$ cat config.mk
export PLATFORM = sky130hd
export DESIGN_NAME = decode_stage_pipelined
export DESIGN_NICKNAME = d
export VERILOG_FILES = /design/src/rtl/decode_pkg.sv /design/src/rtl/reg_file_bypass.sv /design/src/rtl/decode_stage_pipelined.sv
export SDC_FILE = /design/constraint.sdc
export NUM_CORES = 2
export LEC_CHECK = 0
export BUFFER_PORTS_ARGS = -buffer_cell sky130_fd_sc_hd__buf_2
export CORE_MARGIN = 2
export CORE_UTILIZATION = 51
export DETAILED_ROUTE_END_ITERATION = 10
export PLACE_DENSITY = 0.76
export SYNTH_ARGS = -nofsm -noshare
export SYNTH_HDL_FRONTEND = slang
export SYNTH_HIERARCHICAL = 1
export SYNTH_SLANG_ARGS = --single-unit
$ cat constraint.sdc
create_clock -name Clk -period 2 [get_ports Clk]
set_clock_uncertainty 0.1 [all_clocks]
set_input_delay 0.6 -clock Clk [delete_from_list [all_inputs] [get_ports Clk]]
set_output_delay 0.6 -clock Clk [all_outputs]
set_load 0.05 [all_outputs]
$ cat src/rtl/decode_pkg.sv
// Shared constants for the pipelined decode stage: control bundle layout,
// immediate-extension opcodes and link defaults.
package decode_pkg;

  localparam int CTRL_W = 20;

  // Bit offsets of the packed control bundle driven by the Controller
  localparam int CTRL_REG_WRITE  = 0;
  localparam int CTRL_MEM_READ   = 1;
  localparam int CTRL_MEM_WRITE  = 2;
  localparam int CTRL_MEM_TO_REG = 3;
  localparam int CTRL_ALU_SRC    = 4;
  localparam int CTRL_REG_DST    = 5;
  localparam int CTRL_BRANCH     = 6;
  localparam int CTRL_JUMP       = 7;
  localparam int CTRL_ALU_OP_LSB = 8;
  localparam int CTRL_ALU_OP_W   = 6;
  localparam int CTRL_MEM_SZ_LSB = 14;
  localparam int CTRL_MEM_SZ_W   = 2;
  localparam int CTRL_MOVE_LSB   = 16;
  localparam int CTRL_MOVE_W     = 2;
  localparam int CTRL_EXT_LSB    = 18;
  localparam int CTRL_EXT_W      = 2;

  localparam logic [5:0] OP_ANDI = 6'h0C;
  localparam logic [5:0] OP_ORI  = 6'h0D;
  localparam logic [5:0] OP_XORI = 6'h0E;

  localparam int LINK_REG_DEFAULT = 31;
  localparam int PC_INC_DEFAULT   = 4;

  // Logical immediates are zero-extended; everything else sign-extends
  function automatic logic is_zero_ext(input logic [5:0] opcode);
    return (opcode == OP_ANDI) || (opcode == OP_ORI) || (opcode == OP_XORI);
  endfunction

endpackage

$ cat src/rtl/reg_file_bypass.sv
// Two-read, one-write register file with hardwired zero register and
// same-cycle write-to-read bypass.
module reg_file_bypass #(
  parameter int DATA_W   = 32,
  parameter int NUM_REGS = 32,
  parameter int REG_AW   = 5
) (
  input  logic              clk,
  input  logic              rst_n,
  input  logic              wr_en,
  input  logic [REG_AW-1:0] wr_addr,
  input  logic [DATA_W-1:0] wr_data,
  input  logic [REG_AW-1:0] rd_addr1,
  input  logic [REG_AW-1:0] rd_addr2,
  output logic [DATA_W-1:0] rd_data1,
  output logic [DATA_W-1:0] rd_data2
);

  logic [DATA_W-1:0] regs_q [NUM_REGS];
  logic [DATA_W-1:0] regs_d [NUM_REGS];
  logic              commit;

  assign commit = wr_en && (wr_addr != '0);

  always_comb begin
    regs_d = regs_q;
    if (commit && ({1'b0, wr_addr} < (REG_AW+1)'(NUM_REGS)))
      regs_d[wr_addr] = wr_data;
  end

  always_ff @(posedge clk or negedge rst_n) begin
    if (!rst_n) regs_q <= '{default: '0};
    else        regs_q <= regs_d;
  end

  function automatic logic [DATA_W-1:0] read_port(input logic [REG_AW-1:0] addr);
    if (addr == '0)
      return '0;
    if (commit && (wr_addr == addr))
      return wr_data;
    if ({1'b0, addr} < (REG_AW+1)'(NUM_REGS))
      return regs_q[addr];
    return '0;
  endfunction

  always_comb begin
    rd_data1 = read_port(rd_addr1);
    rd_data2 = read_port(rd_addr2);
  end

endmodule

$ cat src/rtl/decode_stage_pipelined.sv
// Pipelined decode stage: register read with bypass, load-use stall,
// immediate extension and the ID/EX register with bubble/flush support.
module decode_stage_pipelined
  import decode_pkg::*;
#(
  parameter int DATA_W   = 32,
  parameter int NUM_REGS = 32,
  parameter int REG_AW   = 5,
  parameter int LINK_REG = LINK_REG_DEFAULT,
  parameter int PC_INC   = PC_INC_DEFAULT,
  parameter int CTRL_W   = decode_pkg::CTRL_W,
  parameter int CNT_W    = 16
) (
  input  logic              Clk,
  input  logic              Reset_n,
  input  logic              IfValid,
  input  logic [31:0]       Instruction,
  input  logic [DATA_W-1:0] PCResult,
  input  logic [CTRL_W-1:0] CtrlIn,
  input  logic              JumpAndLink,
  input  logic              WbRegWrite,
  input  logic              WbMove,
  input  logic [REG_AW-1:0] WbWriteRegister,
  input  logic [DATA_W-1:0] WbWriteData,
  input  logic              ExMemRead,
  input  logic [REG_AW-1:0] ExRt,
  input  logic              Flush,
  output logic              IdReady,
  output logic              ExValid,
  output logic [CTRL_W-1:0] ExCtrl,
  output logic [DATA_W-1:0] ExReadData1,
  output logic [DATA_W-1:0] ExReadData2,
  output logic [DATA_W-1:0] ExImm,
  output logic [REG_AW-1:0] ExRs,
  output logic [REG_AW-1:0] ExRtOut,
  output logic [REG_AW-1:0] ExRd,
  output logic              ExLinkWrite,
  output logic [DATA_W-1:0] ExLinkData,
  output logic [CNT_W-1:0]  StallCount
);

  logic [5:0]        opcode;
  logic [REG_AW-1:0] rs, rt, rd;
  logic [15:0]       imm16;
  logic [DATA_W-1:0] imm_ext;
  logic [DATA_W-1:0] rd_data1, rd_data2;
  logic              stall;

  assign opcode = Instruction[31:26];
  assign rs     = REG_AW'(Instruction[25:21]);
  assign rt     = REG_AW'(Instruction[20:16]);
  assign rd     = REG_AW'(Instruction[15:11]);
  assign imm16  = Instruction[15:0];

  reg_file_bypass #(
    .DATA_W  (DATA_W),
    .NUM_REGS(NUM_REGS),
    .REG_AW  (REG_AW)
  ) u_reg_file (
    .clk     (Clk),
    .rst_n   (Reset_n),
    .wr_en   (WbRegWrite && WbMove),
    .wr_addr (WbWriteRegister),
    .wr_data (WbWriteData),
    .rd_addr1(rs),
    .rd_addr2(rt),
    .rd_data1(rd_data1),
    .rd_data2(rd_data2)
  );

  // rt is compared even for I-type forms where it is a destination: cheap and safe
  assign stall = Reset_n && IfValid && ExMemRead && (ExRt != '0) &&
                 ((ExRt == rs) || (ExRt == rt));
  assign IdReady = !stall;

  always_comb begin
    if (is_zero_ext(opcode)) imm_ext = {{(DATA_W-16){1'b0}}, imm16};
    else                     imm_ext = {{(DATA_W-16){imm16[15]}}, imm16};
  end

  logic              ex_valid_q, ex_valid_d;
  logic [CTRL_W-1:0] ex_ctrl_q, ex_ctrl_d;
  logic [DATA_W-1:0] ex_rd1_q, ex_rd1_d;
  logic [DATA_W-1:0] ex_rd2_q, ex_rd2_d;
  logic [DATA_W-1:0] ex_imm_q, ex_imm_d;
  logic [REG_AW-1:0] ex_rs_q, ex_rs_d;
  logic [REG_AW-1:0] ex_rt_q, ex_rt_d;
  logic [REG_AW-1:0] ex_rd_q, ex_rd_d;
  logic              ex_link_write_q, ex_link_write_d;
  logic [DATA_W-1:0] ex_link_data_q, ex_link_data_d;
  logic [CNT_W-1:0]  stall_cnt_q, stall_cnt_d;

  always_comb begin
    ex_valid_d      = ex_valid_q;
    ex_ctrl_d       = ex_ctrl_q;
    ex_rd1_d        = ex_rd1_q;
    ex_rd2_d        = ex_rd2_q;
    ex_imm_d        = ex_imm_q;
    ex_rs_d         = ex_rs_q;
    ex_rt_d         = ex_rt_q;
    ex_rd_d         = ex_rd_q;
    ex_link_write_d = ex_link_write_q;
    ex_link_data_d  = ex_link_data_q;

    // Flush and bubble zero only the qualifying fields; data may go stale
    if (Flush || stall || !IfValid) begin
      ex_valid_d      = 1'b0;
      ex_ctrl_d       = '0;
      ex_link_write_d = 1'b0;
    end else begin
      ex_valid_d      = 1'b1;
      ex_ctrl_d       = CtrlIn;
      ex_rd1_d        = rd_data1;
      ex_rd2_d        = rd_data2;
      ex_imm_d        = imm_ext;
      ex_rs_d         = rs;
      ex_rt_d         = rt;
      ex_rd_d         = rd;
      ex_link_write_d = JumpAndLink && (LINK_REG != 0);
      ex_link_data_d  = PCResult + DATA_W'(PC_INC);
    end

    stall_cnt_d = stall_cnt_q;
    if (stall && (stall_cnt_q != '1))
      stall_cnt_d = stall_cnt_q + 1'b1;
  end

  always_ff @(posedge Clk or negedge Reset_n) begin
    if (!Reset_n) begin
      ex_valid_q      <= 1'b0;
      ex_ctrl_q       <= '0;
      ex_rd1_q        <= '0;
      ex_rd2_q        <= '0;
      ex_imm_q        <= '0;
      ex_rs_q         <= '0;
      ex_rt_q         <= '0;
      ex_rd_q         <= '0;
      ex_link_write_q <= 1'b0;
      ex_link_data_q  <= '0;
      stall_cnt_q     <= '0;
    end else begin
      ex_valid_q      <= ex_valid_d;
      ex_ctrl_q       <= ex_ctrl_d;
      ex_rd1_q        <= ex_rd1_d;
      ex_rd2_q        <= ex_rd2_d;
      ex_imm_q        <= ex_imm_d;
      ex_rs_q         <= ex_rs_d;
      ex_rt_q         <= ex_rt_d;
      ex_rd_q         <= ex_rd_d;
      ex_link_write_q <= ex_link_write_d;
      ex_link_data_q  <= ex_link_data_d;
      stall_cnt_q     <= stall_cnt_d;
    end
  end

  assign ExValid     = ex_valid_q;
  assign ExCtrl      = ex_ctrl_q;
  assign ExReadData1 = ex_rd1_q;
  assign ExReadData2 = ex_rd2_q;
  assign ExImm       = ex_imm_q;
  assign ExRs        = ex_rs_q;
  assign ExRtOut     = ex_rt_q;
  assign ExRd        = ex_rd_q;
  assign ExLinkWrite = ex_link_write_q;
  assign ExLinkData  = ex_link_data_q;
  assign StallCount  = stall_cnt_q;

endmodule

# == Yosys cells after proc, flatten, opt, wreduce, memory -nomap -nowiden ==
# Index checks and enable logic that the tools add are counted.
# word_totals
regBits,1205
latchBits,0
ram_bits,0
mem_bits_ro,0
input_bits,134
output_inout_bits,182
word_cells,114
n_memories,0
# classes
addsub,2
multipliers,0
div_mod_pow,0
n_lt_le_gt_ge,4
n_eq_ne,8
shifts,0
mux,33
n_bitwise,3
n_reduce_logical,21
# ops
operator,n
$bwmux 1024,1
$mux 32,16
$bmux 32 s5,2
$demux 32 s5,1
$add 32x3->32 const B,1
$eq 5x5->1,4
$mux 20,1
$eq 6x4->1 const B,3
$ge 6x6->1 const B,3
$not 5->6,3
$add 16x1->16 const B,1
$ne 16x16->1 const B,1
$mux 1,12
$logic_and 1x1->1,10
$logic_not 5->1,2
$reduce_bool 5->1,2
$lt 6x1->1 const B,1
$logic_or 1x1->1,5
$logic_not 1->1,2

# == Longest topological paths before layout ==
# depth
ltp_word,10
mapped_depth,12
ltp_nobuf,7

# == Cells and area by module ==
# Netlist, hierarchy kept.
# by_module_without_submodules
mod,n_inst,cells_each,area_each_um2
reg_file_bypass,1,3953,55572.0
decode_stage_pipelined,1,536,6790.3

# == Worst setup path before layout ==
# No wires, ideal clock.
# synth_timing
path_type,in2reg
startpoint,input port Instruction[21]
endpoint,"register ex_rd1_q[17], in the netlist ExReadData1[17]"
t_arrival_ps,2408
slack_ps,-633
cell_stages,8
n_path_buf,3
path_cell_list,buf_4 -> buf_6 -> buf_2 -> mux4_2 -> o21ai_0 -> nand3_1 -> o221a_2 -> mux2_2
# synth_between
elab_chain_cells,7
# synth_lines
element,line,rtl
"start, declared",decode_stage_pipelined.sv:17,"input logic [31:0] Instruction,"
$not 5->6 (implied by the code),reg_file_bypass.sv:42,return regs_q[addr];
$bmux 32 s5,reg_file_bypass.sv:42,
$mux 32 (implied by the code) (2 in series),reg_file_bypass.sv:42,
$mux 32,reg_file_bypass.sv:43,return '0;
$mux 32,reg_file_bypass.sv:41,"if ({1'b0, addr} < (REG_AW+1)'(NUM_REGS))"
$mux 32 *,reg_file_bypass.sv:39,if (commit && (wr_addr == addr))
named net rd_data1[17],decode_stage_pipelined.sv:46,"logic [DATA_W-1:0] rd_data1, rd_data2;"
"end signal, assigned",decode_stage_pipelined.sv:144,ex_rd1_q <= ex_rd1_d;
"end, declared",decode_stage_pipelined.sv:83,"logic [DATA_W-1:0] ex_rd1_q, ex_rd1_d;"
# The timed path passes the listed nets; every way through them passes the cells marked *. The select of a mux whose other input is x is not followed.
# A chain may end at the register's enable or synchronous reset.

# == Worst setup path in the final report ==
# layout_timing
startpoint,input port Instruction[22]
endpoint,output port IdReady
# layout_between
elab_chain_cells,4
# layout_lines
element,line,rtl
$eq 5x5->1,decode_stage_pipelined.sv:73,((ExRt == rs) || (ExRt == rt));
$logic_or 1x1->1,decode_stage_pipelined.sv:73,
$logic_and 1x1->1,decode_stage_pipelined.sv:72,assign stall = Reset_n && IfValid && ExMemRead && (ExRt != '0) &&
$logic_not 1->1,decode_stage_pipelined.sv:74,assign IdReady = !stall;
"end, declared",decode_stage_pipelined.sv:28,"output logic IdReady,"
# Every way passes these cells.

==> flow_summary.yaml <==
clock_tree:
  clk_pin_slew_ps: 60
  cts_tree: "yes"
  htreeDepth: 3
  clockBufferDepth: 3
  clockRootBuffer: "clkbuf_16"
  numClockSinks: 1185
  numCtsBuffers: 121
  clk_latency_ps: 770
worst_setup_path:
  worstSetupPathType: "input port to output port"
  crit_fanout: 3
  start_kind: "input port"
  cp.arrival_ps: 1760
  end_kind: "output port"
  cp.required_ps: 1300
sta:
  setup_viol: 224
  drv_slew: 0
  relSlewSlack_pct: 31.2
  fin_crit_ps: 2460
  tns_ps: -19900
  timing.final.crit_share_pct: 123
  tightestPinTransition_ps: 1030
  rsz0062_at_grt: "yes"
  holdWs_ps: 57.2
  fin_ws_ps: -461
  timing.fmax_mhz: 406
  hold_viol_final: 0
layout:
  nNetsFinal: 5607
  area_growth_pct: 32.1
  drive_gt1_share_pct: 59.2
  utilization_pct: 67.8
  fillers: 7730
drt:
  wl_per_cell_um: 33.0
  drt-pass1-iter-count: 6
  drt_iter0_drc: 6755
  vias: 49100
  ant_nets: 0
  via_per_inst: 6.82
  wl_mm: 238
  drcViolationCount: 0
place:
  dpl.hpwl_mm: 150
  gp_congestion: 0.959
  portBuffers: 315
synth:
  async_reset_ff_share_pct: 100
  synth_top_area_share_pct: 47.6
  synth-main-ff-cell: "dfrtp_1"
  ys_warn_count: 6
  yosys-top-cells-area: "dfrtp_1 48%, mux2_2 20%, mux4_2 13%, mux2i_1 4.7%, clkbuf_1 1.3%"
  synth.most_common_cell: "dfrtp_1"
  yosys.area.top_type: "dfrtp_1"
  synth_area_mm2: 0.0624
  ys_ff_latch: 1185
  synth_common_cells: "1185 x dfrtp_1, 1119 x mux2_2, 369 x mux4_2"
  seq_area_frac_synth_pct: 47.6
  yosysUniqueCellTypes: 74
  syn_inst: 4489
  synth_edf_count: 0
  syn_area_per_cell_um2: 13.9
  syn-num-nets: 4625
global_route:
  track_usage_pct: 35.9
  grt_pass1_vias: 48600
  grt_max_degree: 123
  grt_pass1_wl_mm: 331
  grt_overflow: 0
  antenna_found_initial: 12
hold_path:
  hold_path.class: "input port to register"
floorplan:
  io_pins: 316
  die_area_mm2: 0.125
  chipHeight_um: 354
  core_mm2: 0.122
  die_w_um: 354
  initial_core_util_pct: 51.3
  rows: 128
run_status:
  violations: "negative setup slack"
  status: "finished, violations left"
power:
  power_mw: 70.9
  p_per_area_mw_per_mm2: 860
  power.leakage_nw: 38.1
  peakVddDrop_mv: 0.796
run:
  maxCapViolCount: 0
==> critical path, cell delays in order <==
cell and delay [ps]:
clkbuf_16 140, buf_12 120, buf_6 120, xnor2_2 120
nand2_1 90, o22ai_2 170, and2_4 210, inv_6 50
buf_8 140
==> per-layer routing <==
metal | global-route usage (%) | wire length (µm) | part of all wire [%]
met1 | 46.9 | 85800 | 36
met2 | 53.8 | 105000 | 44
met3 | 10.1 | 30100 | 13
met4 | 21.0 | 17200 | 7.2
met5 | 0.755 | 25 | 0.011
==> area by class of cell <==
type	count	area (µm²)	area share [%]
Inverter	15	61.3	0.0744
Antenna cell	11	27.5	0.0334
Multi-Input combinational cell	2805	32200	39.0
Tap cell	1625	2030	2.47
Sequential cell	1185	29700	36.0
Clock buffer	175	3600	4.37
Clock inverter	44	644	0.782
Timing Repair Buffer	1343	14200	17.2
==> cell usage in the layout, fill, tap and decap left out, drive strengths merged, types with 16 or more instances in the layout <==
cell type	n
a211oi	23
a21oi	57
a221o	16
a221oi	48
a22oi	46
and3	37
buf	1286
clkbuf	191
clkinv	19
dfrtp	1185
dlygate4sd3	39
inv	19
mux2	1119
mux2i	291
mux4	369
nand2	130
nand3	46
nor2	111
nor2b	17
nor3	61
nor4	31
o211ai	20
o21ai	99
o22ai	71
xnor2	30
xor2	31
==> where the power goes <==
group | switching (mW) | internal, mW | total (mW)
Sequential | 2.68 | 27.1 | 29.8
Clock | 10.1 | 14.3 | 24.4
Combinational | 7.98 | 8.72 | 16.7
==> worst paths after layout <==
path	to	slack, ps	start	depth (start not counted)
setup / recovery	IdReady	-460	Instruction[22]	9
hold / removal	ExLinkData[0]	60	PCResult[0]	2
setup reg to reg	ExReadData1[30]	-150	u_reg_file/regs_q[30]	7
hold reg to reg	u_reg_file/regs_q[996]	290	u_reg_file/regs_q[996]	0
max in group asynchronous	u_reg_file/regs_q[821]	100	Reset_n	5
min in group asynchronous	ExLinkData[13]	630	Reset_n	4
==> sequential cells by signal, summed over array words and instances, names as in the netlist <==
name	count
ExCtrl	20
ExValid	1
ExReadData2	32
ExRs	5
StallCount	16
ExImm	17
ExLinkWrite	1
ExLinkData	32
ExReadData1	32
ExRtOut	5
u_reg_file/regs_q	1024
==> cells by family after synthesis <==
family                   count (synthesis)  share of synthesized area [%]
multiplexers                          1779                           38.2
flip-flops                            1185                           47.6
buffers and inverters                  499                           4.22
AND/OR/NAND/NOR                        498                           3.94
AO/OA/AOI/OAI                          465                           5.17
XOR/XNOR                                61                          0.881
adder cells (fa/ha/maj)                  2                         0.0401
==> stage by stage <==
| step | setup slack [ps] | cells | instance area [µm²] |
|---|---|---|---|
| after global routing | -505 | 7196 | 82400 |
| final | -461 | 7203 | 82400 |
| after floorplan | -538 | 4489 | 64000 |
| after CTS | -404 | 7029 | 79300 |
| after global placement | -1320 | 6708 | 72100 |
| after detailed placement | -1290 | 6708 | 72100 |
==> repair_timing <==
item,in CTS,in global routing
hold buffers,39,0
setup buffers,65,149
gates cloned,9,16
setup endpoints to repair,244,250
pin swaps,44,77
gates resized for setup,525,317
endpoints found under the hold margin,109,0
(Power assumes the default switching activity.)
